File: config.mk
export PLATFORM = sky130hd
export DESIGN_NAME = addr_nu_resilient
export DESIGN_NICKNAME = d
export VERILOG_FILES = /design/src/rtl/addr_resilient_pkg.sv /design/src/rtl/addr_slice.sv /design/src/rtl/addr_nu_resilient.sv
export SDC_FILE = /design/constraint.sdc
export NUM_CORES = 1
export LEC_CHECK = 0
export CAP_MARGIN = 30
export CORE_AREA = 2 2 81 83
export CTS_BUF_LIST = sky130_fd_sc_hd__clkbuf_4
export DETAILED_ROUTE_END_ITERATION = 12
export DIE_AREA = 0 0 83 85
export MAX_ROUTING_LAYER = met4
export PLACE_DENSITY = 0.64
export SYNTH_ARGS = -nofsm -noshare
export SYNTH_HDL_FRONTEND = slang
export SYNTH_SLANG_ARGS = --single-unit
File: constraint.sdc
create_clock -name clk -period 5.4 [get_ports clk]
set_clock_uncertainty 0.2 [all_clocks]
set_input_delay 0.54 -clock clk [delete_from_list [all_inputs] [get_ports clk]]
set_output_delay 0.54 -clock clk [all_outputs]
set_load 0.03 [all_outputs]
File: src/rtl/addr_resilient_pkg.sv
// Shared types and width helpers for the fault-resilient sliced adder.
// Holds the FSM state encoding and the width rule for the retry counter.
package addr_resilient_pkg;

  typedef enum logic [1:0] {
    S_IDLE = 2'd0,
    S_CALC = 2'd1,
    S_DONE = 2'd2
  } state_t;

  // Bit width able to index v distinct values, never less than one bit.
  function automatic int clog2_min1(input int v);
    return (v <= 2) ? 1 : $clog2(v);
  endfunction

  function automatic int retry_w(input int max_retry);
    return clog2_min1(max_retry + 1);
  endfunction

endpackage

File: src/rtl/addr_slice.sv
// SLICE-bit ripple-carry adder with carry-in and carry-out.
// One instance serves each redundant copy of the sliced adder.
module addr_slice #(
  parameter int W = 4
) (
  input  logic [W-1:0] i_a,
  input  logic [W-1:0] i_b,
  input  logic         i_ci,
  output logic [W-1:0] o_s,
  output logic         o_co
);

  logic [W:0] w_c;

  always_comb begin
    w_c    = '0;
    o_s    = '0;
    w_c[0] = i_ci;
    for (int i = 0; i < W; i++) begin
      o_s[i]   = i_a[i] ^ i_b[i] ^ w_c[i];
      w_c[i+1] = (i_a[i] & i_b[i]) | (w_c[i] & (i_a[i] ^ i_b[i]));
    end
    o_co = w_c[W];
  end

endmodule

File: src/rtl/addr_nu_resilient.sv
// Dual-copy sliced adder: both copies add one slice per cycle, disagreement
// triggers a bounded number of recomputations before reporting an error.
module addr_nu_resilient
  import addr_resilient_pkg::*;
#(
  parameter int WIDTH     = 8,
  parameter int SLICE     = 4,
  parameter int MAX_RETRY = 2,
  localparam int IW       = clog2_min1(WIDTH),
  localparam int RW       = retry_w(MAX_RETRY)
) (
  input  logic             clk,
  input  logic             rst,
  input  logic             in_valid,
  output logic             in_ready,
  input  logic [WIDTH-1:0] a,
  input  logic [WIDTH-1:0] b,
  input  logic             flt_inj,
  input  logic             flt_sticky,
  input  logic [IW-1:0]    flt_idx,
  output logic             out_valid,
  input  logic             out_ready,
  output logic [WIDTH:0]   sum,
  output logic             err,
  output logic [RW-1:0]    retries,
  output state_t           dbg_state
);

  localparam int NSLICE = WIDTH / SLICE;
  localparam int KW     = clog2_min1(NSLICE);

  if (WIDTH < 2) begin : g_bad_width
    $error("addr_nu_resilient: WIDTH must be >= 2");
  end
  if (SLICE < 1 || (WIDTH % SLICE) != 0) begin : g_bad_slice
    $error("addr_nu_resilient: WIDTH must be a positive multiple of SLICE");
  end
  if (MAX_RETRY < 0) begin : g_bad_retry
    $error("addr_nu_resilient: MAX_RETRY must be >= 0");
  end

  state_t           r_state;
  logic [WIDTH-1:0] r_a, r_b;
  logic             r_inj, r_sticky;
  logic [IW-1:0]    r_idx;
  logic [KW-1:0]    r_k;
  logic             r_ca, r_cb;
  logic             r_mis;
  logic [RW-1:0]    r_retry;
  logic [WIDTH-1:0] r_res_a, r_res_b;
  logic [WIDTH:0]   r_sum;
  logic             r_err;

  logic [SLICE-1:0] w_sa, w_sb_a, w_sb_b, w_fmask;
  logic [SLICE-1:0] w_sum_a, w_sum_b, w_sum_b_raw;
  logic             w_co_a, w_co_b;
  logic [WIDTH-1:0] w_full_mask;
  logic [WIDTH-1:0] w_res_a_next, w_res_b_next;
  logic             w_fault_on, w_slice_mis, w_mis_now, w_last;

  // Copy B's fault is live on the first attempt, or on every attempt if sticky.
  assign w_fault_on  = r_inj && ((r_retry == '0) || r_sticky);
  assign w_full_mask = WIDTH'(1) << r_idx;

  always_comb begin
    w_sa    = '0;
    w_sb_a  = '0;
    w_sb_b  = '0;
    w_fmask = '0;
    for (int i = 0; i < NSLICE; i++) begin
      if (r_k == KW'(i)) begin
        w_sa    = r_a[i*SLICE +: SLICE];
        w_sb_a  = r_b[i*SLICE +: SLICE];
        w_sb_b  = r_b[i*SLICE +: SLICE];
        w_fmask = w_full_mask[i*SLICE +: SLICE];
      end
    end
  end

  addr_slice #(.W(SLICE)) u_copy_a (
    .i_a (w_sa),
    .i_b (w_sb_a),
    .i_ci(r_ca),
    .o_s (w_sum_a),
    .o_co(w_co_a)
  );

  addr_slice #(.W(SLICE)) u_copy_b (
    .i_a (w_sa),
    .i_b (w_sb_b),
    .i_ci(r_cb),
    .o_s (w_sum_b_raw),
    .o_co(w_co_b)
  );

  assign w_sum_b     = w_sum_b_raw ^ (w_fault_on ? w_fmask : '0);
  assign w_slice_mis = (w_sum_a != w_sum_b) || (w_co_a != w_co_b);
  assign w_mis_now   = r_mis | w_slice_mis;
  assign w_last      = (r_k == KW'(NSLICE - 1));

  always_comb begin
    w_res_a_next = r_res_a;
    w_res_b_next = r_res_b;
    for (int i = 0; i < NSLICE; i++) begin
      if (r_k == KW'(i)) begin
        w_res_a_next[i*SLICE +: SLICE] = w_sum_a;
        w_res_b_next[i*SLICE +: SLICE] = w_sum_b;
      end
    end
  end

  always_ff @(posedge clk) begin
    if (rst) begin
      r_state  <= S_IDLE;
      r_a      <= '0;
      r_b      <= '0;
      r_inj    <= 1'b0;
      r_sticky <= 1'b0;
      r_idx    <= '0;
      r_k      <= '0;
      r_ca     <= 1'b0;
      r_cb     <= 1'b0;
      r_mis    <= 1'b0;
      r_retry  <= '0;
      r_res_a  <= '0;
      r_res_b  <= '0;
      r_sum    <= '0;
      r_err    <= 1'b0;
    end else begin
      case (r_state)
        S_IDLE: begin
          if (in_valid) begin
            r_a      <= a;
            r_b      <= b;
            r_inj    <= flt_inj;
            r_sticky <= flt_sticky;
            r_idx    <= flt_idx;
            r_k      <= '0;
            r_ca     <= 1'b0;
            r_cb     <= 1'b0;
            r_mis    <= 1'b0;
            r_retry  <= '0;
            r_state  <= S_CALC;
          end
        end
        S_CALC: begin
          r_res_a <= w_res_a_next;
          r_res_b <= w_res_b_next;
          r_ca    <= w_co_a;
          r_cb    <= w_co_b;
          r_mis   <= w_mis_now;
          r_k     <= r_k + KW'(1);
          if (w_last) begin
            if (!w_mis_now) begin
              r_sum   <= {w_co_a, w_res_a_next};
              r_err   <= 1'b0;
              r_state <= S_DONE;
            end else if (int'(r_retry) < MAX_RETRY) begin
              // Start a fresh attempt from slice 0.
              r_retry <= r_retry + RW'(1);
              r_k     <= '0;
              r_ca    <= 1'b0;
              r_cb    <= 1'b0;
              r_mis   <= 1'b0;
            end else begin
              r_sum   <= {w_co_a, w_res_a_next};
              r_err   <= 1'b1;
              r_state <= S_DONE;
            end
          end
        end
        S_DONE: begin
          if (out_ready) r_state <= S_IDLE;
        end
        default: r_state <= S_IDLE;
      endcase
    end
  end

  assign in_ready  = (r_state == S_IDLE);
  assign out_valid = (r_state == S_DONE);
  assign sum       = r_sum;
  assign err       = r_err;
  assign retries   = r_retry;
  assign dbg_state = r_state;

endmodule

# Yosys cells after proc, flatten, opt, wreduce, memory -nomap -nowiden
# Cells that the tools add are included.
[op_classes]
n_shift = 1
n_lt_le_gt_ge = 1
n_mux = 38
bitwise_logic = 34
reduce_logical = 11
n_eq_ne = 11
addsub = 2
[op_table]
columns = ["operator", "count"]
rows = [
  ["$mux 4", 6],
  ["$mux 2", 9],
  ["$mux 9", 2],
  ["$mux 1", 15],
  ["$and 1x1->1", 12],
  ["$xor 1x1->1", 12],
  ["$ne 2x2->1 const B", 5],
  ["$or 1x1->1", 9],
  ["$pmux 1 s2", 4],
  ["$shl 1x3->8 const A", 1],
  ["$pmux 2 s3", 1],
  ["$reduce_and 5->1", 1],
  ["$logic_not 2->1", 2],
  ["$ne 4x4->1", 1],
  ["$pmux 2 s2", 1],
  ["$reduce_and 2->1", 2],
  ["$reduce_and 4->1", 1],
  ["$xor 4x4->4", 1],
  ["$ne 3x3->1 const B", 1],
  ["$reduce_and 3->1", 1],
  ["$add 2x1->2 const B", 1],
  ["$eq 2x1->1 const B", 1],
  ["$eq 2x2->1 const B", 1],
  ["$logic_or 1x1->1", 2],
  ["6 further kinds", 6],
]
[totals]
wordCells = 112
input_bits = 25
regBits = 47

# Logic depth before layout (Yosys ltp)
[logic_depth]
ltp_word = 16
depth_mapped = 14
mapped_depth_nobuf = 12

# Hierarchy
# Synthesis repeated with hierarchy kept, for this count alone.
[unflattened]
hier_cells = 265
area_unflattened_um2 = 2215.9
[by_module_without_submodules]
columns = ["mod", "area_each_um2", "instances", "seq_area_each_um2", "cells_each"]
rows = [
  ["addr_nu_resilient", 1980.6, 1, 860.8, 237],
  ["addr_slice", 117.6, 2, 0.0, 14],
]

# Least setup slack after synthesis
# No wires, ideal clock.
[synth_path]
kind = "register to register"
from = "register r_k"
to = "register r_sum[5] (netlist: sum[5])"
path_buffers = 3
t_required_ns = 5.079
stages_incl_launch_ff = 14
setup_slack_ns = 1.163
arrival_time_ns = 3.916
period_less_slack_ns = 4.237
cell_sequence = "dfxtp_1 buf_2 clkbuf_1 mux2i_1 fa_1 fa_1 fa_1 xor2_1 or2_2 nor4_1 o32ai_1 o21bai_2 buf_6 mux2_4"
[synth_via]
elab_chain_len = 15
elab_cells_between_ends = 46
cone_classes = "eq/ne: 3; mux: 7; bitwise: 34; reduce/logical: 2"
[synth_rtl]
columns = ["element", "line_no", "rtl"]
rows = [
  ["start: declaration", "addr_nu_resilient.sv:46", "logic [KW-1:0] r_k;"],
  ["start signal: assignment", "addr_nu_resilient.sv:152", "r_k <= r_k + KW'(1);"],
  ["$mux 4", "addr_nu_resilient.sv:71", "if (r_k == KW'(i)) begin"],
  ["$xor 1x1->1", "addr_slice.sv:20, addr_slice.sv:21", ""],
  ["$and 1x1->1", "addr_slice.sv:21", "w_c[i+1] = (i_a[i] & i_b[i]) | (w_c[i] & (i_a[i] ^ i_b[i]));"],
  ["$or 1x1->1", "addr_slice.sv:21", ""],
  ["$and 1x1->1", "addr_slice.sv:21", ""],
  ["$or 1x1->1", "addr_slice.sv:21", ""],
  ["$and 1x1->1", "addr_slice.sv:21", ""],
  ["$or 1x1->1", "addr_slice.sv:21", ""],
  ["$xor 1x1->1 / $and 1x1->1 (equally long branches)", "addr_slice.sv:20, addr_slice.sv:21", ""],
  ["$xor 4x4->4 / $or 1x1->1 (equally long branches)", "addr_nu_resilient.sv:96, addr_slice.sv:21", ""],
  ["$ne 4x4->1 / $ne 1x1->1 (equally long branches)", "addr_nu_resilient.sv:97", "assign w_slice_mis = (w_sum_a != w_sum_b) || (w_co_a != w_co_b);"],
  ["$logic_or 1x1->1", "addr_nu_resilient.sv:97", ""],
  ["$or 1x1->1", "addr_nu_resilient.sv:98", "assign w_mis_now = r_mis | w_slice_mis;"],
  ["$ne 2x2->1 (no source line)", "-", ""],
  ["$reduce_and 3->1 (no source line)", "-", ""],
  ["end signal: assignment", "addr_nu_resilient.sv:155", "r_sum <= {w_co_a, w_res_a_next};"],
  ["end signal: assignment", "addr_nu_resilient.sv:166", "r_sum <= {w_co_a, w_res_a_next};"],
  ["end: declaration", "addr_nu_resilient.sv:51", "logic [WIDTH:0] r_sum;"],
]
# Parallel ways exist; a longest one is shown, timed or not. The select of a mux whose other input is x is not followed.
# A chain may end at the register's enable or synchronous reset.

# Worst setup path after layout
[layout_path]
from = "register r_k"
to = "register r_sum[6] (netlist: sum[6])"
# Same word-level chain as after synthesis.

==> results_dict.tcl <==
set metrics [dict create \
    reg2reg_to "sum[6]$_SDFFE_PP0P_" \
    synthesis.yosys.warnings 0 \
    yosys-top-cells-count "60 x sky130_fd_sc_hd__nand2_1, 43 x sky130_fd_sc_hd__dfxtp_1, 26 x sky130_fd_sc_hd__a21oi_1" \
    worst_hold_path.endpoint "r_b[4]$_SDFFE_PP0P_" \
    first_pass_grt_wire_length_um 7780 \
    drtPass1Iterations 4 \
    die_h_um 85 \
    synth_cells 243 \
    row_count 29 \
    cts_resized 0 \
    critical_path_peak_fanout 10 \
    number_of_enable_flip_flop_cells_after_synthesis 0 \
    netlist-cell-type-count 42 \
    holdCritPathClass "reg2reg" \
    critical_path_class "reg2reg" \
    floorplan.die.width_um 83 \
    share_comb_of_total_power_pct 21.8 \
    nNetsFinal 313 \
    placed_cells_incl_taps 349 \
    detail-route-antenna-nets 0 \
    area_growth_pct 25.2 \
    grt_max_degree 38 \
    clock_tree_from_tritoncts "done" \
    netSwitchingFraction_pct 27.9 \
    drc 0 \
    final_area_mm2 0.00265 \
    ff_latch_area_um2 861 \
    worst_ir_drop_on_vdd_uv 113 \
    grt_setup_unrepaired "false" \
    dr_total_vias 1759 \
    post_synth_main_area_contributors "sky130_fd_sc_hd__dfxtp_1 41%, sky130_fd_sc_hd__nand2_1 11%, sky130_fd_sc_hd__fa_1 7.6%" \
    final_hold_viol_count 0 \
    cts_hold_repair.buffers 0 \
    net-switching-power_w 0.000194 \
    cp-start-kind "flop" \
    p_int_w 0.000501 \
    reg2reg_slack_ns 1.06 \
    crit_required_ns 5.45 \
    worst-slew-pin-transition_ns 0.828 \
    number_of_global_route_vias_before_repair 1791 \
    fillers 618 \
    routed_wirelength_um 4510 \
    report.final.setup_viol 0 \
    multiInputGateArea_mm2 0.00117 \
    timing.reg2reg.worst_path_depth 12 \
    clock_insertion_delay_worst_skew_ns 0.35 \
    synth.most_common_cell "sky130_fd_sc_hd__nand2_1" \
    final_clock_period_utilization_by_the_worst_path_pct 80.3 \
    detail_route.wl_per_cell_um 12.7 \
    antenna_violations_before_repair 0 \
    worst_r2r_startpoint "r_k$_SDFFE_PP0P_" \
    cp.arrival_ns 4.39 \
    fin_util_pct 42.7 \
    cts-root-to-sink-buffers 2 \
    synthFlopType "sky130_fd_sc_hd__dfxtp_1" \
    postSynthNetCount 277 \
    synth_top_area_share_pct 40.7 \
    hold_slack_ns 0.261 \
    clock_tree.htree_level_count 2 \
    grt_overflow 0 \
    static-leakage-power_nw 0.913 \
    status "finished clean" \
    cts.sinks 43 \
    synth.ff_latch_count 43 \
    slew_headroom_pct 44.8 \
    avgViaCountPerCell 4.94 \
    inserted_diodes 0 \
    synth.largest_area_cell "sky130_fd_sc_hd__dfxtp_1" \
    final_period_minus_worst_setup_slack_ns 4.34 \
    die_area_mm2 0.00706 \
    placement.cell_area_mm2 0.00257 \
    io_pins 41 \
    end_kind "flop" \
    initial_utilization_pct 34.1 \
    max_freq_ghz 0.231 \
    drive_gt1_share_pct 8.24 \
    min-delay-start "r_b[4]$_SDFFE_PP0P_" \
    fin_tns_setup_ns 0 \
    cts_buffers 5 \
    postCtsSetupBuffers 0 \
    place.detailed.hpwl_um 3420 \
    cts_root_buffer "sky130_fd_sc_hd__clkbuf_4" \
    routabilityCongestion 0.861 \
    count_of_non_filler_cells_in_the_finished_layout 356 \
    final-max-slew-violation-count 0 \
    grt_util_all_layers_pct 14.0 \
    async_reset_ff_share_pct 0 \
    mappedNetlistArea_mm2 0.00212 \
    coreArea_mm2 0.00620 \
    maxCapViolations 0 \
    min_path_cells 2 \
    power-per-cell-area_mw_per_mm2 262 \
    clk_pin_slew_worst_paths_ns 0.12 \
    sequential_power_share_pct 49.6 \
    share_clk_of_total_power_pct 28.6 \
    postSynthAreaPerCell_um2 8.71 \
    port_buffers 40 \
    sequential_cell_area_fraction_in_the_yosys_report_pct 40.7 \
    drt-initial-drc-count 58 \
]
[cell usage in the layout (no fill, tap or decap), types with 4 or more instances in the layout]
master / Yosys / final
sky130_fd_sc_hd__a211oi_1: 4 / 4
sky130_fd_sc_hd__a21oi_1: 26 / 26
sky130_fd_sc_hd__clkbuf_4: 0 / 6
sky130_fd_sc_hd__clkdlybuf4s50_1: 0 / 40
sky130_fd_sc_hd__dfxtp_1: 43 / 43
sky130_fd_sc_hd__fa_1: 8 / 8
sky130_fd_sc_hd__inv_1: 5 / 5
sky130_fd_sc_hd__mux2i_1: 13 / 13
sky130_fd_sc_hd__nand2_1: 60 / 60
sky130_fd_sc_hd__nor2_1: 14 / 14
sky130_fd_sc_hd__nor2b_1: 8 / 8
sky130_fd_sc_hd__nor3_1: 5 / 5
sky130_fd_sc_hd__xnor2_1: 4 / 4
[registers in the layout (all words and copies together), names as in the netlist]
register,flops
sum,9
r_a,8
r_b,8
r_res_a,4
r_idx,3
dbg_state,2
retries,2
err,1
r_ca,1
r_cb,1
r_inj,1
r_k,1
r_mis,1
r_sticky,1
[power by group through the flow]
stage	combinational (W)	clock [W]	sequential, W
6_report	0.000152	0.000199	0.000345
5_1_grt	0.000169	0.000220	0.000347
3_5_place_dp	0.000153	0	0.000352
4_1_cts	0.000153	0.000206	0.000345
2_1_floorplan	0.000106	0	0.000350
3_3_place_gp	0.000148	0	0.000352
[kinds of logic (layout without fill, tap and decap cells)]
| group | after synthesis | in the layout | synth area share (%) |
|---|---|---|---|
| simple gates | 99 | 99 | 20.3 |
| compound gates | 46 | 46 | 14.1 |
| flops | 43 | 43 | 40.7 |
| buf+inv | 20 | 56 | 3.96 |
| mux | 19 | 19 | 9.88 |
| fa+ha+maj | 9 | 9 | 8.16 |
| xor+xnor | 7 | 7 | 2.90 |
[through the flow]
step	worst slack (ns)	power [W]
CTS	1.04	0.000704
detailed placement	1.08	0.000505
floorplan	1.16	0.000456
finish	1.06	0.000695
global route	0.822	0.000736
global placement	1.20	0.000500
[final cells by class]
type,instances,area share (%)
clock inverter,1,1.13
inverter,6,0.850
timing repair buffer,43,16.0
sequential,43,32.5
multi-input combinational,180,44.2
clock buffer,6,1.70
tap,77,3.64
[how the worst max path moves through the flow]
stage / depth (start not counted) / slack (ns) / startpoint / to
2_1_floorplan: 13 / 1.16 / r_k$_SDFFE_PP0P_ / sum[5]$_SDFFE_PP0P_
5_1_grt: 12 / 0.82 / r_k$_SDFFE_PP0P_ / sum[8]$_SDFFE_PP0P_
3_3_place_gp: 12 / 1.20 / r_k$_SDFFE_PP0P_ / sum[6]$_SDFFE_PP0P_
4_1_cts: 12 / 1.04 / r_k$_SDFFE_PP0P_ / sum[6]$_SDFFE_PP0P_
3_5_place_dp: 12 / 1.08 / r_k$_SDFFE_PP0P_ / sum[6]$_SDFFE_PP0P_
6_report: 12 / 1.06 / r_k$_SDFFE_PP0P_ / sum[6]$_SDFFE_PP0P_
[layer usage]
metal	global-route usage, %	vias to the layer above	routed length, µm
met3	3.21	9	121
met5	-	-	0
li1	-	894	-
met2	25.0	22	2300
met4	4.92	0	77
met1	15.4	834	2010
[worst max-delay path, stage by stage (launching register included)]
cell                       delay (ns)
sky130_fd_sc_hd__dfxtp_1         0.55
sky130_fd_sc_hd__buf_4           0.27
sky130_fd_sc_hd__mux2i_1         0.17
sky130_fd_sc_hd__fa_1            0.46
sky130_fd_sc_hd__fa_1            0.39
sky130_fd_sc_hd__fa_1            0.50
sky130_fd_sc_hd__xor2_1          0.19
sky130_fd_sc_hd__or2_2           0.30
sky130_fd_sc_hd__nor4_1          0.32
sky130_fd_sc_hd__o32ai_1         0.20
sky130_fd_sc_hd__o21bai_2        0.16
sky130_fd_sc_hd__buf_4           0.22
sky130_fd_sc_hd__mux2_4          0.31
Note: power is estimated with default switching activity, not from simulation.
